`src/rtl/paddsb_seq_if.sv`:
```
// paddsb_seq_if: operand/result handshake bundle for the PADDSB sequencer.
// sat_lanes exists only when PADDSB_SAT_FLAGS_EN is defined.
interface paddsb_seq_if #(
   parameter int LANE_W = 4,
   parameter int NUM_LANES = 4
);
   localparam int W = LANE_W * NUM_LANES;
   logic in_valid;
   logic in_ready;
   logic [W-1:0] A;
   logic [W-1:0] B;
   logic abort;
   logic out_valid;
   logic out_ready;
   logic [W-1:0] Sum;
   logic busy;
`ifdef PADDSB_SAT_FLAGS_EN
   logic [NUM_LANES-1:0] sat_lanes;
`endif
   modport master (
      output in_valid, A, B, abort, out_ready,
      input in_ready, out_valid, Sum, busy
`ifdef PADDSB_SAT_FLAGS_EN
      , input sat_lanes
`endif
   );
   modport slave (
      input in_valid, A, B, abort, out_ready,
      output in_ready, out_valid, Sum, busy
`ifdef PADDSB_SAT_FLAGS_EN
      , output sat_lanes
`endif
   );
endinterface

```
`src/rtl/paddsb_seq.sv`:
```
// paddsb_seq: packed saturating lane add, one shared adder, one lane per clock.
// Optional PADDSB_SAT_FLAGS_EN adds per-lane saturation flags (bus.sat_lanes).
module paddsb_seq #(
   parameter int LANE_W = 4,
   parameter int NUM_LANES = 4
) (
   input logic clk,
   input logic rst_n,
   paddsb_seq_if.slave bus
);
   localparam int W = LANE_W * NUM_LANES;
   localparam int CW = NUM_LANES > 1 ? $clog2(NUM_LANES) : 1;
   localparam logic [CW-1:0] LAST = CW'(NUM_LANES - 1);
   typedef enum logic [1:0] {IDLE, CALC, DONE} state_t;
   state_t r_state, w_next;
   logic [CW-1:0] r_cnt;
   logic [W-1:0] r_a, r_b, r_sum;
   logic [LANE_W-1:0] w_la, w_lb, w_raw, w_res;
   logic w_ovf, w_accept, w_step;
   assign w_la = r_a[r_cnt*LANE_W +: LANE_W];
   assign w_lb = r_b[r_cnt*LANE_W +: LANE_W];
   assign w_raw = w_la + w_lb;
   assign w_ovf = (w_la[LANE_W-1] == w_lb[LANE_W-1]) && (w_raw[LANE_W-1] != w_la[LANE_W-1]);
   // on overflow the operand sign picks the clamp: 1 -> 100..0, 0 -> 011..1
   assign w_res = w_ovf ? {w_la[LANE_W-1], {(LANE_W-1){~w_la[LANE_W-1]}}} : w_raw;
   assign w_accept = (r_state == IDLE) && bus.in_valid;
   assign w_step = (r_state == CALC) && !bus.abort;
   always_comb begin
      w_next = r_state;
      case (r_state)
         IDLE: w_next = bus.in_valid ? CALC : IDLE;
         CALC: w_next = bus.abort ? IDLE : (r_cnt == LAST ? DONE : CALC);
         DONE: w_next = (bus.abort || bus.out_ready) ? IDLE : DONE;
         default: w_next = IDLE;
      endcase
   end
   always_ff @(posedge clk) begin
      if (!rst_n) begin
         r_state <= IDLE;
         r_cnt <= '0;
         r_a <= '0;
         r_b <= '0;
         r_sum <= '0;
      end else begin
         r_state <= w_next;
         if (w_accept) begin
            r_a <= bus.A;
            r_b <= bus.B;
            r_sum <= '0;
            r_cnt <= '0;
         end else if (w_step) begin
            r_sum[r_cnt*LANE_W +: LANE_W] <= w_res;
            r_cnt <= (r_cnt == LAST) ? '0 : r_cnt + 1'b1;
         end else if (bus.abort) begin
            r_cnt <= '0;
         end
      end
   end
`ifdef PADDSB_SAT_FLAGS_EN
   logic [NUM_LANES-1:0] r_sat;
   always_ff @(posedge clk) begin
      if (!rst_n) r_sat <= '0;
      else if (w_accept) r_sat <= '0;
      else if (w_step) r_sat[r_cnt] <= w_ovf;
   end
   assign bus.sat_lanes = r_sat;
`endif
   assign bus.in_ready = (r_state == IDLE);
   assign bus.out_valid = (r_state == DONE);
   assign bus.busy = (r_state != IDLE);
   assign bus.Sum = r_sum;
endmodule

```
`src/flat_wrapper.sv`:
```
// flat-port wrapper written by rule: the top's interface ports become plain ports
module paddsb_seq_flat 
#(
   parameter int LANE_W = 4,
   parameter int NUM_LANES = 4
)
  (clk, rst_n, bus_in_valid, bus_A, bus_B, bus_abort, bus_out_ready, bus_in_ready, bus_out_valid, bus_Sum, bus_busy);
  paddsb_seq_if #(.LANE_W(LANE_W), .NUM_LANES(NUM_LANES)) bus_i ();
  input logic clk;
  input logic rst_n;
  input wire logic [$bits(bus_i.in_valid)-1:0] bus_in_valid;
  input wire logic [$bits(bus_i.A)-1:0] bus_A;
  input wire logic [$bits(bus_i.B)-1:0] bus_B;
  input wire logic [$bits(bus_i.abort)-1:0] bus_abort;
  input wire logic [$bits(bus_i.out_ready)-1:0] bus_out_ready;
  output wire logic [$bits(bus_i.in_ready)-1:0] bus_in_ready;
  output wire logic [$bits(bus_i.out_valid)-1:0] bus_out_valid;
  output wire logic [$bits(bus_i.Sum)-1:0] bus_Sum;
  output wire logic [$bits(bus_i.busy)-1:0] bus_busy;
  assign bus_i.in_valid = bus_in_valid;
  assign bus_i.A = bus_A;
  assign bus_i.B = bus_B;
  assign bus_i.abort = bus_abort;
  assign bus_i.out_ready = bus_out_ready;
  assign bus_in_ready = bus_i.in_ready;
  assign bus_out_valid = bus_i.out_valid;
  assign bus_Sum = bus_i.Sum;
  assign bus_busy = bus_i.busy;
  paddsb_seq #(.LANE_W(LANE_W), .NUM_LANES(NUM_LANES)) u_core (.clk(clk), .rst_n(rst_n), .bus(bus_i));
endmodule
```
`config.mk`:
```
export PLATFORM = sky130hd
export DESIGN_NAME = paddsb_seq_flat
export DESIGN_NICKNAME = d
export VERILOG_FILES = /design/src/rtl/paddsb_seq_if.sv /design/src/rtl/paddsb_seq.sv /design/src/flat_wrapper.sv
export SDC_FILE = /design/constraint.sdc
export NUM_CORES = 1
export LEC_CHECK = 0
export CORE_MARGIN = 2
export CORE_UTILIZATION = 30
export DETAILED_ROUTE_END_ITERATION = 10
export PLACE_DENSITY = 0.5
export SYNTH_ARGS = -nofsm -noshare
export SYNTH_HDL_FRONTEND = slang
export SYNTH_SLANG_ARGS = --single-unit
```
`constraint.sdc`:
```
create_clock -name clk -period 4.9 [get_ports clk]
set_input_delay 0.98 -clock clk [delete_from_list [all_inputs] [get_ports clk]]
set_output_delay 0.98 -clock clk [all_outputs]
set_load 0.02 [all_outputs]
```
==> results.toml, run 1 <==
[critical_path]
required_ns = 5.14
crit_arrival_ns = 3.55
crit_path_start_kind = "flip-flop"
cpLargestDelayFamily = "adder cells"
crit_path_frequent_cell = "a21o_1"
crit_path_end_kind = "flip-flop"
critPathBufInv = 0
path_cells = "mux4_2, ha_1, a21o_1, a21o_1, fa_1, o211ai_1, o22ai_1"
crit_slowest_cell = "dfxtp_1"
cp_max_fo = 16
cpPeakStageDelay_ns = 0.83
crit_type = "reg2reg"

[floorplanning]
die_h_um = 96.0
std_cell_rows = 33
fp.dieW_um = 96.0
start_util_pct = 30.9
core_area_mm2 = 0.00822
die_area_mm2 = 0.00922
num_io_pins = 56

[synth]
netlist_area_mm2 = 0.00254
synth_seq_cells = 52
syn_inst = 285
synth_xor_area_share_pct = 0.345
synth_fa_ha_area_share_pct = 6.01
synth_mux_area_share_pct = 7.48
synth-warning-count = 0
synth_compound_area_share_pct = 17.5
synth-simple-area-share_pct = 22.6
syn_nets = 333
synth_top_family_by_area = "simple AND/OR/NAND/NOR gates"
ys_types = 32
synth.avg_cell_area_um2 = 8.92
synth.yosys.seq_area_share_pct = 41.0

[timing]
finClkSkew_ns = 0.00966
fmax_mhz = 302
worst_slew_pin_slew_ns = 0.776
post-route-min-period_ns = 3.31
rsz0062_at_grt = "no"
slew_headroom_pct = 48.2
setup_tns_ns = 0
slew_viol_final = 0
setup_viol = 0
hold_violations = 0
post-route-period-util_pct = 67.7

[clock_tree]
cts_hold_buf = 0
cts_root_buf = "clkbuf_8"
cts_num_sinks = 52
cts_tree = "built"
ctsResizeCount = 0
htree_levels = 2
clock_latency_ns = 0.31
worst_setup_hold_path_clk_slew_ns = 0.10
post-cts-setup-buffers = 0
cts-buffers-inserted = 5
cts_buffer_depth = 2

[grt]
groute.usage.overall_pct = 13.1
antenna_found_initial = 0
grt_pass1_vias = 1979
grt_pass1_wl_mm = 9.49
grt_max_degree = 39
gr-total-overflow = 0

[finish]
nets = 380
fillers = 849
seqCellArea_mm2 = 0.00104
drive_above_1_share_pct = 7.21
final_area_mm2 = 0.00325
multiInputGateArea_mm2 = 0.00137
syn_to_final_growth_pct = 28.0
num_antenna_cells = 0

[power_and_ir_drop]
leakage_nw = 1.17
ir_drop_v = 0.000125
power_density_mw_per_mm2 = 254

[detailed_routing]
vias = 2084
first_pass_iters = 4
avgRoutedWirePerCell_um = 13.1
drt_iter0_markers = 27
ant_nets = 0
wl_mm = 5.73
drcViolationCount = 0
drt-vias-per-instance = 4.76

[min_path]
hold_path.class = "reg2reg"

[status]
outcome = "finished clean"

[place]
port_buffers = 55
placed_area_mm2 = 0.00316
dp_hpwl_mm = 4.18
gp_congestion = 0.832

[job]
maxCapViolCount = 0
-- stage by stage --
stage / util (%) / hold slack (ns) / std cells / worst slack, ns / power [W]
after CTS: 39.6 / 0.460 / 438 / 1.57 / 0.000834
final: 39.6 / 0.459 / 438 / 1.59 / 0.000825
after global routing: 39.6 / 0.485 / 438 / 1.29 / 0.000867
after detailed placement: 38.5 / 0.446 / 430 / 1.57 / 0.000584
after floorplan: - / 0.440 / 285 / 1.97 / 0.000530
after global placement: 38.5 / 0.444 / 430 / 1.64 / 0.000583
-- cells in the mapped netlist --
library cell | number | area (µm²)
a22oi_1 | 1 | 7.51
o21ai_1 | 2 | 10.0
o22ai_1 | 4 | 25.0
or2_2 | 2 | 12.5
mux2i_1 | 1 | 10.0
a21boi_0 | 32 | 240
mux4_2 | 8 | 180
or3b_1 | 2 | 17.5
xor2_1 | 1 | 8.76
nor3_1 | 6 | 30.0
buf_2 | 7 | 35.0
buf_6 | 1 | 11.3
dfxtp_1 | 52 | 1040
nand2_1 | 75 | 282
nand3_1 | 8 | 40.0
nor4b_2 | 2 | 30.0
nand4bb_1 | 4 | 45.0
o211ai_1 | 5 | 37.5
o2111ai_1 | 4 | 35.0
a21oi_1 | 8 | 40.0
or2b_1 | 1 | 7.51
a21o_1 | 2 | 15.0
nor3b_1 | 2 | 15.0
clkbuf_1 | 10 | 37.5
inv_1 | 12 | 45.0
nor2_1 | 12 | 45.0
nor2b_1 | 3 | 18.8
a32oi_1 | 4 | 35.0
nor4_1 | 2 | 12.5
ha_1 | 9 | 113
fa_1 | 2 | 40.0
nor3b_4 | 1 | 18.8
-- final cells by class --
cell class	count	share of cell area [%]
clock buffers	5	2.12
multi-input cells	203	42.2
inverters	12	1.39
clock inverters	3	0.654
flip-flops and latches	52	32.0
well taps	105	4.04
repair buffers	58	17.6
-- worst reg2reg max path: cells and delay by family, from the launching register on --
kind                       cells  cell delay [ns]
AOI/OAI and AO/OA              4             0.83
DFF                            1             0.83
adders and majority gates      2             0.98
muxes                          1             0.62
-- where the power goes --
group	total [W]	switching (W)	leakage, nW	internal, W
logic	0.000122	0.0000604	0.703	0.0000612
registers	0.000450	0.0000110	0.424	0.000439
clock network	0.000253	0.000151	0.0445	0.000102
total	0.000825	0.000223	1.17	0.000602
-- registers in the layout (all words and copies together), names as in the netlist --
signal / count
u_core.r_cnt: 2
u_core.bus.Sum: 16
u_core.r_state: 2
u_core.r_a: 16
u_core.r_b: 16
-- layer usage --
| layer | wire (µm) | share of wire, % | vias up | global-route usage [%] |
|---|---|---|---|---|
| met3 | 209 | 3.6 | 4 | 2.43 |
| met1 | 2740 | 48 | 955 | 17.0 |
| met4 | 45 | 0.79 | 0 | 3.10 |
| met2 | 2740 | 48 | 46 | 22.5 |
| li1 | - | - | 1079 | - |
| met5 | 0 | 0 | - | 0 |
-- cell families after synthesis --
logic type / Yosys count
DFF: 52
adders and majority gates: 11
xor gates and xnor gates: 1
and+or+nand+nor: 120
buffers and inverters: 30
AOI/OAI and AO/OA: 62
muxes: 9
-- placed cells by master (no fill, tap or decap), types with 2 or more instances in the layout --
cell type        instances
nor2_1                  12
nor4b_2                  2
mux4_2                   8
nand3_1                  8
a21o_1                   2
nor3_1                   6
or3b_1                   2
inv_1                   12
o2111ai_1                4
nor2b_1                  3
fa_1                     2
ha_1                     9
o21ai_1                  2
or2_2                    2
nor3b_1                  2
clkdlybuf4s50_1         55
a21oi_1                  8
a21boi_0                32
o211ai_1                 5
a32oi_1                  4
clkbuf_8                 5
nor4_1                   2
nand2_1                 75
nand4bb_1                4
o22ai_1                  4
dfxtp_1                 52
buf_4                    3
-- worst paths after layout --
kind	startpoint	to	slack [ns]	cells after the start
worst max-delay path	u_core.r_cnt[0]$_SDFFE_PP0P_	u_core.bus.Sum[0]$_SDFFE_PP0P_	1.59	7
worst min-delay path	u_core.bus.Sum[2]$_SDFFE_PP0P_	u_core.bus.Sum[2]$_SDFFE_PP0P_	0.46	2
worst max register to register	u_core.r_cnt[0]$_SDFFE_PP0P_	u_core.bus.Sum[0]$_SDFFE_PP0P_	1.59	7
worst min register to register	u_core.bus.Sum[2]$_SDFFE_PP0P_	u_core.bus.Sum[2]$_SDFFE_PP0P_	0.46	2
Power figures use the tool's default switching activity.
==> run 2: changes to the inputs <==
Settings changed: PLACE_DENSITY 0.5 to 0.52.
Clock period 4.9 ns to 2.8 ns, I/O delays scaled along.
==> run 2 against run 1 <==
Effect of this change: die area unchanged; combinational power increased by 87%; sequential share of layout area decreased by 0.67 points; clock power increased by 79%; clock skew decreased by 0.0017 ns; maximum frequency increased by 26%; global-route usage increased by 0.16 points; critical path type unchanged; largest cell class unchanged.
==> results.toml, run 2 (synthesis gave the netlist of run 1 again) <==
[status]
outcome = "finished clean"

[floorplanning]
fp.dieW_um = 96.0
die_area_mm2 = 0.00922
std_cell_rows = 33
start_util_pct = 30.9
num_io_pins = 56
core_area_mm2 = 0.00822
die_h_um = 96.0

[critical_path]
rr_worst_depth = 8
crit_path_frequent_cell = "a21o_1"
required_ns = 3.03
cpPeakStageDelay_ns = 0.59
crit_type = "reg2reg"
cpLargestDelayFamily = "adder cells"
crit_slowest_cell = "fa_2"
crit_cells = 8
r2r_end = "u_core.bus.Sum[4]$_SDFFE_PP0P_"
crit_arrival_ns = 2.87
reg2reg_setup_slack_ns = 0.16
crit_path_end_kind = "flip-flop"
critPathBufInv = 1
r2r-start = "u_core.r_cnt[0]$_SDFFE_PP0P_"
cp_max_fo = 5
path_cells = "buf_6, mux4_2, ha_2, a21o_1, a21o_1, fa_2, o211ai_1, o22ai_1"
crit_path_start_kind = "flip-flop"

[timing]
post-route-period-util_pct = 94.3
post-route-min-period_ns = 2.64
slew_headroom_pct = 47.6
slew_viol_final = 0
worst_slew_pin_slew_ns = 0.785
rsz0062_at_grt = "no"
setup_tns_ns = 0
hold_violations = 0
setup_viol = 0
finClkSkew_ns = 0.00798
fmax_mhz = 379

[place]
gp_congestion = 0.847
dp_hpwl_mm = 4.35
port_buffers = 55

[finish]
num_antenna_cells = 0
layout_commonest_cell = "nand2_1"
nets = 387
fillers = 855
fin_util_pct = 40.6
mostFrequentLayoutCells = "nand2_1, clkdlybuf4s50_1, dfxtp_1, a21boi_0"
syn_to_final_growth_pct = 31.3
drive_above_1_share_pct = 10.6

[detailed_routing]
drcViolationCount = 0
drt_iter0_markers = 65
drt-vias-per-instance = 4.71
first_pass_iters = 4
vias = 2094
wl_mm = 5.80
avgRoutedWirePerCell_um = 13.0
ant_nets = 0

[power_and_ir_drop]
ir_drop_v = 0.000214
leakage_nw = 1.20
power_density_mw_per_mm2 = 440
power_w = 0.00147

[clock_tree]
cts_root_buf = "clkbuf_8"
htree_levels = 2
worst_setup_hold_path_clk_slew_ns = 0.10
cts-buffers-inserted = 5
cts_tree = "built"
clock_latency_ns = 0.31
cts_buffer_depth = 2
cts_num_sinks = 52

[grt]
grt_pass1_wl_mm = 9.50
grt_max_degree = 38
groute.usage.overall_pct = 13.3
antenna_found_initial = 0
grt_pass1_vias = 2051
gr-total-overflow = 0

[min_path]
hold_path_startpoint = "u_core.bus.Sum[1]$_SDFFE_PP0P_"
hold_path.class = "reg2reg"
whs_path_depth = 2
holdPathEnd = "u_core.bus.Sum[1]$_SDFFE_PP0P_"

[job]
maxCapViolCount = 0
run 2: changes by cell type in the layout (fill, tap and decap cells not counted), sizes merged:
cell	change
buf	+7
run 2: tightest hold or removal path: stages, from the launching register on:
cell and delay (ns):
dfxtp_1 0.32, nand3_1 0.06, nand2_1 0.04
run 2: per-layer routing:
metal	vias up	global-route usage (%)	share of wire, %
met1	944	16.9	48
met5	-	0	0
li1	1094	-	-
met4	0	3.57	1.1
met2	46	22.9	47
met3	10	2.43	3.9
run 2: how the worst max path moves through the flow:
stage,start,to,slack [ns]
after floorplan,u_core.r_cnt[0]$_SDFFE_PP0P_,u_core.bus.Sum[0]$_SDFFE_PP0P_,0.08
after global placement,u_core.r_cnt[0]$_SDFFE_PP0P_,u_core.bus.Sum[4]$_SDFFE_PP0P_,0.14
after detailed placement,u_core.r_cnt[0]$_SDFFE_PP0P_,u_core.bus.Sum[6]$_SDFFE_PP0P_,0.09
after CTS,u_core.r_cnt[0]$_SDFFE_PP0P_,u_core.bus.Sum[6]$_SDFFE_PP0P_,0.06
after global routing,u_core.r_cnt[0]$_SDFFE_PP0P_,u_core.bus.Sum[12]$_SDFFE_PP0P_,0.007
final,u_core.r_cnt[0]$_SDFFE_PP0P_,u_core.bus.Sum[4]$_SDFFE_PP0P_,0.16
run 2: cell type report:
cell class	instances	area, µm²	share of cell area (%)
timing repair buffer	65	629	18.9
clock buffer	5	68.8	2.06
inverter	12	45.0	1.35
multi-input combinational	203	1390	41.6
sequential	52	1050	31.3
tap	105	131	3.94
clock inverter	3	27.5	0.825
run 2: report_power, final:
group / internal [W] / switching (W) / total (W)
combinational: 0.000115 / 0.000112 / 0.000228
clock: 0.000184 / 0.000270 / 0.000453
sequential: 0.000768 / 0.0000185 / 0.000787
total: 0.00107 / 0.000400 / 0.00147
run 2: per-stage QoR:
step | instances | instance area (µm²) | setup WS [ns] | hold WS (ns)
floorplan | 285 | 2540 | 0.0794 | 0.440
global placement | 436 | 3210 | 0.143 | 0.449
detailed placement | 436 | 3210 | 0.0870 | 0.453
CTS | 444 | 3300 | 0.0553 | 0.467
global route | 445 | 3340 | 0.00661 | 0.484
finish | 445 | 3340 | 0.160 | 0.459
run 2: timing repair:
| action | 4_1_cts | 5_1_grt |
|---|---|---|
| setup buffers | 0 | 1 |
| gates resized for setup | 0 | 6 |
| hold buffers | 0 | 0 |
| endpoints found under the setup margin | 0 | 8 |
